File: src/rtl/seg7_reader.sv
// Seven-segment pattern reader: debounces an active-low segment bus, decodes
// settled patterns to hex digits and delivers them over a valid/ready handshake.
// Blank (all segments off) and illegal patterns are reported separately.
module seg7_reader #(
    parameter int STABLE_CYCLES = 4
) (
    input  logic       clk,
    input  logic       reset,
    input  logic [6:0] seg_in,
    output logic [3:0] hex_out,
    output logic       hex_valid,
    input  logic       hex_ready,
    output logic       blank,
    output logic       pat_err,
    output logic       overrun,
    output logic [7:0] err_count
);

    localparam logic [7:0] STABLE_MAX = 8'(STABLE_CYCLES);
    localparam logic [6:0] BLANK_PAT  = 7'h7F;

    typedef enum logic {
        IDLE,
        OUT
    } state_t;

    state_t     state;
    state_t     next_state;
    logic [6:0] seg_q;
    logic [7:0] stab_cnt;
    logic       accept_q;
    logic       code_legal;
    logic [3:0] code_digit;
    logic       is_blank;
    logic       emit;
    logic       handshake;
    logic       load;
    logic       drop;
    logic [3:0] last_digit;
    logic       last_valid;

    // Sample the bus and count how long it has stayed unchanged; flag the one
    // cycle in which the count reaches the settle threshold.
    always_ff @(posedge clk) begin
        if (reset) begin
            seg_q    <= BLANK_PAT;
            stab_cnt <= 8'd0;
            accept_q <= 1'b0;
        end else begin
            seg_q <= seg_in;
            if (seg_in != seg_q) begin
                stab_cnt <= 8'd0;
            end else if (stab_cnt != STABLE_MAX) begin
                stab_cnt <= stab_cnt + 8'd1;
            end
            accept_q <= (seg_in == seg_q) && (stab_cnt == STABLE_MAX - 8'd1);
        end
    end

    // Decode the settled pattern into a hex digit, if it is a legal code.
    always_comb begin
        code_legal = 1'b1;
        code_digit = 4'h0;
        case (seg_q)
            7'h40:   code_digit = 4'h0;
            7'h79:   code_digit = 4'h1;
            7'h24:   code_digit = 4'h2;
            7'h30:   code_digit = 4'h3;
            7'h19:   code_digit = 4'h4;
            7'h12:   code_digit = 4'h5;
            7'h02:   code_digit = 4'h6;
            7'h78:   code_digit = 4'h7;
            7'h00:   code_digit = 4'h8;
            7'h10:   code_digit = 4'h9;
            7'h08:   code_digit = 4'hA;
            7'h03:   code_digit = 4'hB;
            7'h46:   code_digit = 4'hC;
            7'h21:   code_digit = 4'hD;
            7'h06:   code_digit = 4'hE;
            7'h0E:   code_digit = 4'hF;
            default: code_legal = 1'b0;
        endcase
    end

    assign is_blank  = (seg_q == BLANK_PAT);
    assign emit      = accept_q && code_legal &&
                       (!last_valid || (code_digit != last_digit));
    assign handshake = (state == OUT) && hex_ready;
    assign hex_valid = (state == OUT);

    // Handshake state register.
    always_ff @(posedge clk) begin
        if (reset) begin
            state <= IDLE;
        end else begin
            state <= next_state;
        end
    end

    // Decide whether a new digit is loaded, dropped, or the output is released.
    always_comb begin
        next_state = state;
        load       = 1'b0;
        drop       = 1'b0;
        case (state)
            IDLE: begin
                if (emit) begin
                    load       = 1'b1;
                    next_state = OUT;
                end
            end
            OUT: begin
                if (handshake) begin
                    if (emit) begin
                        load = 1'b1;
                    end else begin
                        next_state = IDLE;
                    end
                end else if (emit) begin
                    drop = 1'b1;
                end
            end
            default: next_state = IDLE;
        endcase
    end

    // Output digit, repeat-suppression memory and sticky overrun flag.
    always_ff @(posedge clk) begin
        if (reset) begin
            hex_out    <= 4'h0;
            last_digit <= 4'h0;
            last_valid <= 1'b0;
            overrun    <= 1'b0;
        end else begin
            if (load) begin
                hex_out    <= code_digit;
                last_digit <= code_digit;
                last_valid <= 1'b1;
            end
            if (drop) begin
                overrun <= 1'b1;
            end
            if (accept_q && is_blank) begin
                last_valid <= 1'b0;
            end
        end
    end

    // Blank level, illegal-pattern pulse and saturating error counter.
    always_ff @(posedge clk) begin
        if (reset) begin
            blank     <= 1'b0;
            pat_err   <= 1'b0;
            err_count <= 8'd0;
        end else begin
            pat_err <= 1'b0;
            if (accept_q) begin
                if (is_blank) begin
                    blank <= 1'b1;
                end else if (code_legal) begin
                    blank <= 1'b0;
                end else begin
                    blank   <= 1'b0;
                    pat_err <= 1'b1;
                    if (err_count != 8'hFF) begin
                        err_count <= err_count + 8'd1;
                    end
                end
            end
        end
    end

endmodule

File: config.mk
export PLATFORM = sky130hd
export DESIGN_NAME = seg7_reader
export DESIGN_NICKNAME = d
export VERILOG_FILES = /design/src/rtl/seg7_reader.sv
export SDC_FILE = /design/constraint.sdc
export NUM_CORES = 1
export LEC_CHECK = 0
export BUFFER_PORTS_ARGS = -buffer_cell sky130_fd_sc_hd__buf_4
export CORE_MARGIN = 2
export CORE_UTILIZATION = 55
export CTS_CLUSTER_SIZE = 30
export DETAILED_ROUTE_END_ITERATION = 8
export GPL_ROUTABILITY_DRIVEN = 1
export PLACE_DENSITY = 0.86
export SLEW_MARGIN = 20
export SYNTH_ARGS = -nofsm -noshare
export SYNTH_HDL_FRONTEND = slang
export SYNTH_SLANG_ARGS = --single-unit
File: constraint.sdc
create_clock -name clk -period 3.3 [get_ports clk]
set_input_delay 0.495 -clock clk [delete_from_list [all_inputs] [get_ports clk]]
set_output_delay 0.495 -clock clk [all_outputs]
set_load 0.01 [all_outputs]
After elaboration in Yosys (flattened, before gate mapping)
Cells that the tools add are included.

Input port bits: 10. Flip-flop bits (word level): 33. Logic and storage cells: 62. Output and inout port bits: 16.

Add/sub/neg operators: 2. Mux-type cells: 11. Bitwise logic cells: 4. Equality and inequality tests: 22. Reduce and logical (&&, ||, !) cells: 13.

Operator list (count): case mux 4 bit (15 select lines) (1); == test 7 bit (second input constant) (5); == test 7 x 5 -> 1 bit (second input constant) (3); == test 7 x 6 -> 1 bit (second input constant) (3); adder 8 x 1 -> 8 bit (second input constant) (2); OR reduction 16 bit (1); == test 7 x 2 -> 1 bit (second input constant) (2); == test 7 x 4 -> 1 bit (second input constant) (2); == test 8 x 2 -> 1 bit (second input constant) (1); 2-to-1 mux 1 bit (8); != test 8 x 3 -> 1 bit (second input constant) (1); != test 8 bit (second input constant) (1); == test 7 x 3 -> 1 bit (second input constant) (1); == test 7 bit (1); zero test 7 bit (1); != test 7 bit (1); logical AND 1 bit (5); != test 4 bit (1); inverter 1 bit (4); case mux 1 bit (2 select lines) (2); AND reduction 4 bit (1); OR reduction 2 bit (2); OR reduction 3 bit (1); zero test 1 bit (1); logical OR 1 bit (1).

Longest topological paths before layout
Gate-level depths: netlist of the first run.

Depth after elaboration: 8. Mapped depth: 10. Mapped depth without buffers: 7.

Worst setup path after synthesis of the first run
No wires, ideal clock.

Path type: register to register. Start point: register seg_q[0]. End point: register last_digit[3]. Buffers on the path: 1. Arrival time: 2070 ps. Setup time: 121 ps. Required time: 3179 ps. Period minus slack after synthesis: 2191 ps. Slack: 1109 ps. Stages on the path, launching flop included: 9. Cell sequence: dfxtp_1 -> buf_2 -> nor4bb_1 -> a32oi_2 -> nor2_1 -> o31ai_1 -> nand2b_1 -> a21oi_1 -> mux2_2.

Longest elaborated chain between the ends: 8. Elaborated cells on any way between the ends: 26. Those cells by class: eq/ne (16); mux (5); reduce/logical (5).

Ends and longest elaborated chain: start: declaration (line 29) `logic [6:0] seg_q;`; start signal: assignment (line 50) `seg_q <= seg_in;`; == test 7 x 4 -> 1 bit, or another cell as far along (line 64) `case (seg_q)`; case mux 4 bit (15 select lines) / OR reduction 16 bit (equally long branches); != test 4 bit / 2-to-1 mux 1 bit (equally long branches) (line 87, 64); logical OR 1 bit / logical AND 1 bit (equally long branches) (line 87, 86); logical AND 1 bit (line 86) `assign emit = accept_q && code_legal &&`; 2-to-1 mux 1 bit (line 107, 114); 2-to-1 mux 1 bit (line 113) `if (handshake) begin`; case mux 1 bit (2 select lines) (line 105) `case (state)`; end signal: assignment (line 137) `last_digit <= code_digit;`; end: declaration (line 39) `logic [3:0] last_digit;`.

Parallel ways exist; a longest one is shown, timed or not. A chain may end at the register's enable or synchronous reset.

Final worst setup path of the first run
Start point: register seg_q[2]. End point: register last_digit[3].

The elaborated chain is that of the path after synthesis.

==> results.toml, run 1 <==
[clocking]
hold_buffers = 0
clkSinkCount = 33
cts_root_buffer = "clkbuf_4"
cts_resized = 0
cts_tree = "yes"
clk_pin_slew_worst_paths_ps = 110
post-cts-setup-buffer-count = 0
clk_latency_ps = 340
numCtsBuffers = 5
cts_max_level = 2
cts.path.max_buffers = 2

[synth]
synth_warnings = 0
synthTopCellsByCount = "33 x dfxtp_1, 23 x nor2_1, 16 x xor2_1"
synth_top_family_by_area = "simple AND/OR/NAND/NOR gates"
netlist_area_sq_um = 1860
synth-edff-count = 0
synth_compound_area_frac = 0.139
synth_fp_nets = 224
seq_area_frac_synth = 0.356
synthTopCellsByArea = "dfxtp_1 36%, xor2_1 7.6%, nor2_1 4.7%"
synth_top_area_share = 0.356
synth_xor_area_frac = 0.0850
synth_area_per_cell_sq_um = 8.79
ys_ff_latch = 33
synthFlopType = "dfxtp_1"
muxShareOfSynthArea = 0.0445
yosys.area_share.simple = 0.296
synth_most_common_cell = "dfxtp_1"
yosysTopAreaCell = "dfxtp_1"
synth-adder-area-share = 0.0202
yosysUniqueCellTypes = 49
syn_inst = 211
synthArstFlopShare = 0

[detailed_routing]
drt_pass1_iterations = 4
vias = 1527
remaining_drc_errors = 0
wl_met2_um = 1570
ant_nets = 0
wirelength_met1_um = 1570
top_layer_used = "met4"
wire_per_inst_um = 12.1
wl_met3_um = 201
drt_iter0_drc = 74
viasPerCell = 5.49
routed_wl_um = 3360

[worst_setup_path]
ff2ff_setup_slack_ps = 690
cp-endpoint = "last_digit[3]"
max_stage_delay_ps = 580
crit_required_ps = 3540
cp-start-kind = "flop"
r2r_cells = 7
path_max_fanout = 13
setup.worst_path.start = "seg_q[2]"
worstReg2RegStart = "seg_q[2]"
cp.arrival_ps = 2850
crit_path_end_kind = "flop"
path_class = "flop to flop"
r2r_end = "last_digit[3]"
cp_slowest_cell = "dfxtp_1"
path_cells = "nor4bb_1 -> a32oi_2 -> nor2_1 -> o31ai_1 -> nand2b_1 -> a21oi_1 -> mux2_2"

[grt]
grt-ovfl-total = 0
grt_max_degree = 30
antenna_found_initial = 0
grt_pass1_vias = 1318
grt_pass1_wl_um = 5400
grtUsageTotal = 0.189

[pwr]
power_frac_seq = 0.607
p_sw_mw = 0.181
internal_power_mw = 0.508
irDropWorstVdd_mv = 0.268
swShare = 0.262
p_comb_frac = 0.066
p_leak_nw = 0.805
p_per_area_nw_per_um2 = 333
p_clk_frac = 0.327

[placed_design]
hpwl_um = 2420
place_inst = 270
port-buffer-count = 25
gp_congestion = 0.808

[sta]
finalSetupViolations = 0
finalClockSkew_ps = 12.1
hold_viol_final = 0
rsz0062_at_grt = "no"
tns_ps = 0
drv_slew = 0
worst_pin_slew_ps = 552
slew_headroom = 0.631
period_minus_slack_ps = 2610
post-route-period-util = 0.791
fmax_mhz = 383

[min_path]
hp-class = "input pin to flop"
min-delay-start = "seg_in[5]"

[floorplanning]
ios = 26
placeableCoreArea_sq_um = 3280
fp.dieH_um = 62.1
die-area_sq_um = 3850
start_util = 0.565
row_count = 21
die_w_um = 62.1

[final_layout]
syn2layout_area_growth_pct = 11.7
nets = 244
finalNonFillerCells = 278
drive_gt1_frac = 0.216
num_antenna_cells = 0

[job]
drv_cap = 0

[status]
status = "complete, no violations"
==> state kept, by name, indices dropped and copies added, names as in the netlist <==
name	flops
overrun	1
last_valid	1
last_digit	4
accept_q	1
seg_q	7
stab_cnt	8
pat_err	1
err_count	8
blank	1
hex_valid	1
==> worst min path at each step <==
stage               depth (start not counted)         end
finish                                      2    seg_q[5]
global route                                2    seg_q[5]
CTS                                         2    seg_q[5]
floorplan                                   2  last_valid
detailed placement                          2     overrun
global placement                            2     overrun
==> layout by cell type, fill, tap and decap left out, types with 2 or more instances in the layout <==
cell type and n:
dfxtp_1 33, buf_4 25, nor2_1 23, xor2_1 16, nand3_1 11, a21oi_1 10
or2_2 9, inv_1 7, o31ai_1 7, nand2b_1 6, nor2b_1 6, mux2i_1 6
or4_1 5, nand2_1 5, clkbuf_4 5, nor4_1 4, and3_1 3, nor3b_1 3
o211ai_1 3, and2_1 3, nor3_1 3, ha_1 3, xnor2_1 2, and3b_1 2
o21ai_2 2, nand4b_1 2, nand3b_1 2, o21ai_0 2, a221oi_1 2, mux2_2 2
clkinv_2 2
==> metal layers <==
layer,vias up,GRT usage
met2,49,0.304
met1,686,0.238
met4,0,0.0821
met5,-,0
met3,2,0.0497
li1,790,-
==> power groups by stage <==
| stage | clock network (mW) | logic, mW | registers (mW) |
|---|---|---|---|
| after global placement | 0 | 0.0447 | 0.426 |
| after global routing | 0.248 | 0.0502 | 0.420 |
| final | 0.226 | 0.0454 | 0.418 |
| after floorplan | 0 | 0.0475 | 0.414 |
| after detailed placement | 0 | 0.0454 | 0.427 |
| after CTS | 0.229 | 0.0455 | 0.418 |
==> layout make-up <==
cell class / instances / area, sq um
Fill cell: 294 / 1210
Multi-Input combinational cell: 159 / 1080
Sequential cell: 33 / 661
Timing Repair Buffer: 25 / 188
Tap cell: 46 / 57.6
Clock buffer: 5 / 37.5
Inverter: 7 / 26.3
Clock inverter: 3 / 17.5
==> cells by family after synthesis <==
group           Yosys count
flops                    33
xor+xnor                 18
buf+inv                  19
simple gates             94
mux                       8
compound gates           36
fa+ha+maj                 3
==> worst max-delay path: cells and delay by family (launching register included) <==
kind / cells / cell delay (ps)
simple gates: 3 / 1050
flops: 1 / 580
compound gates: 3 / 520
mux: 1 / 360
==> through the flow <==
| stage | power, mW | util | setup WS [ps] | cell area (sq um) | hold WS (ps) |
|---|---|---|---|---|---|
| 2_1_floorplan | 0.462 | - | 1110 | 1860 | 455 |
| 3_3_place_gp | 0.471 | 0.614 | 799 | 2020 | 444 |
| 3_5_place_dp | 0.472 | 0.614 | 722 | 2020 | 466 |
| 4_1_cts | 0.692 | 0.631 | 716 | 2070 | 349 |
| 5_1_grt | 0.719 | 0.631 | 465 | 2070 | 352 |
| 6_report | 0.689 | 0.631 | 690 | 2070 | 352 |
Note: power is estimated with default switching activity, not from simulation.
==> run 2: changes to the inputs <==
==> constraint.sdc (replaced) <==
create_clock -name clk -period 2.6 [get_ports clk]
set_input_delay 0.39 -clock clk [delete_from_list [all_inputs] [get_ports clk]]
set_output_delay 0.39 -clock clk [all_outputs]
set_load 0.01 [all_outputs]
==> run 2 against run 1 <==
Compared with the run above:
- sequential share of layout area decreased by 0.40 points
- clock skew increased by 0.56 ps
- non-clock buffer count increased by 3
- final area increased by 1.4%
- wire length increased by 3.6%
- count of clock-buffer cells in the layout unchanged
- via count increased by 0.85%
- die area unchanged
- clock power increased by 26%
- setup slack got worse by 520 ps
- combinational power increased by 38%
- highest routed layer unchanged
==> results.toml, run 2 (same netlist as run 1, synthesis figures left out) <==
[sta]
rsz0062_at_grt = "no"
finalSetupViolations = 0
hold_viol_final = 0
setup_slack_ps = 170
worst_pin_slew_ps = 426
period_minus_slack_ps = 2430
slew_headroom = 0.715
fmax_mhz = 411
drv_slew = 0
post-route-period-util = 0.935
finalClockSkew_ps = 12.7
tns_ps = 0

[placed_design]
dpl_cell_area_sq_um = 2040
gp_congestion = 0.780
dp_slack_ps = 67.9
port-buffer-count = 25
place_inst = 273
hpwl_um = 2550

[clocking]
cts_max_level = 2
hold_buffers = 0
numCtsBuffers = 5
cts_root_buffer = "clkbuf_4"
cts_tree = "yes"
cts_resized = 0
cts.path.max_buffers = 2
clkSinkCount = 33
post-cts-setup-buffer-count = 0
clk_pin_slew_worst_paths_ps = 110
clk_latency_ps = 340

[final_layout]
final_area_sq_um = 2100
largestRegisters = "err_count: 8 flops, stab_cnt: 8 flops, seg_q: 7 flops"
fill_cells = 293
num_antenna_cells = 0
syn2layout_area_growth_pct = 13.3
drive_gt1_frac = 0.234
final_common_cell = "dfxtp_1"
layout_common_cells = "32 x dfxtp_1, 28 x buf_4, 23 x nor2_1, 16 x xor2_1, 11 x nand3_1"
finalNonFillerCells = 281
nets = 247

[grt]
antenna_found_initial = 0
grt-ovfl-total = 0
grt_pass1_wl_um = 5690
grt_pass1_vias = 1352
grt_max_degree = 30
grtUsageTotal = 0.199

[pwr]
p_per_area_nw_per_um2 = 417
p_leak_nw = 0.818
irDropWorstVdd_mv = 0.251
p_comb_frac = 0.072
internal_power_mw = 0.648
power_frac_seq = 0.604
p_sw_mw = 0.230
finalPower_mw = 0.877
swShare = 0.262
p_clk_frac = 0.325

[worst_setup_path]
crit_required_ps = 2870
cp.arrival_ps = 2700
cp-start-kind = "flop"
path_max_fanout = 13
crit_path_end_kind = "flop"
path_class = "flop to flop"

[detailed_routing]
drt_iter0_drc = 75
routed_wl_um = 3480
vias = 1540
ant_nets = 0
viasPerCell = 5.48
wire_per_inst_um = 12.4
drt_pass1_iterations = 4
remaining_drc_errors = 0

[job]
drv_cap = 0

[min_path]
hp-class = "input pin to flop"

[floorplanning]
die_w_um = 62.1
placeableCoreArea_sq_um = 3280
ios = 26
fp.dieH_um = 62.1
start_util = 0.565
row_count = 21
die-area_sq_um = 3850

[status]
status = "complete, no violations"
==> run 2: path summary, 6_finish.rpt <==
| path | startpoint | endpoint | slack [ps] | depth (start not counted) |
|---|---|---|---|---|
| max | seg_q[3] | err_count[5] | 170 | 7 |
| min | seg_in[4] | seg_q[4] | 250 | 2 |
| max reg2reg | seg_q[3] | err_count[5] | 170 | 7 |
| min reg2reg | overrun | overrun | 480 | 2 |
==> run 2: worst max-delay path: stages (launching register included) <==
cell	delay, ps
dfxtp_1	600
nand2b_1	110
a32oi_1	300
o21ai_2	160
nor4_4	330
nand2_2	210
or4_1	500
a21oi_1	160
==> run 2: area by class of cell <==
cell class,instances,area [sq um],area share
Clock inverter,3,17.5,0.00833
Clock buffer,5,37.5,0.0179
Multi-Input combinational cell,159,1090,0.519
Tap cell,46,57.6,0.0274
Inverter,7,26.3,0.0125
Timing Repair Buffer,28,210,0.100
Sequential cell,33,662,0.315
==> run 2: power groups by stage <==
stage / Clock (mW) / Sequential, mW / Combinational (mW)
floorplan: 0 / 0.526 / 0.0603
CTS: 0.288 / 0.528 / 0.0628
finish: 0.285 / 0.530 / 0.0628
detailed placement: 0 / 0.540 / 0.0626
global route: 0.313 / 0.532 / 0.0704
global placement: 0 / 0.540 / 0.0610
==> run 2: routing by layer <==
layer / wire [um] / GRT usage
met4: 59 / 0.0729
met1: 1610 / 0.260
met3: 157 / 0.0435
met5: 0 / 0
met2: 1660 / 0.321
==> run 2: through the flow <==
stage / hold WS, ps / utilization
after floorplan: 455 / -
after global placement: 445 / 0.621
after detailed placement: 450 / 0.621
after CTS: 242 / 0.638
after global routing: 245 / 0.640
final: 246 / 0.640
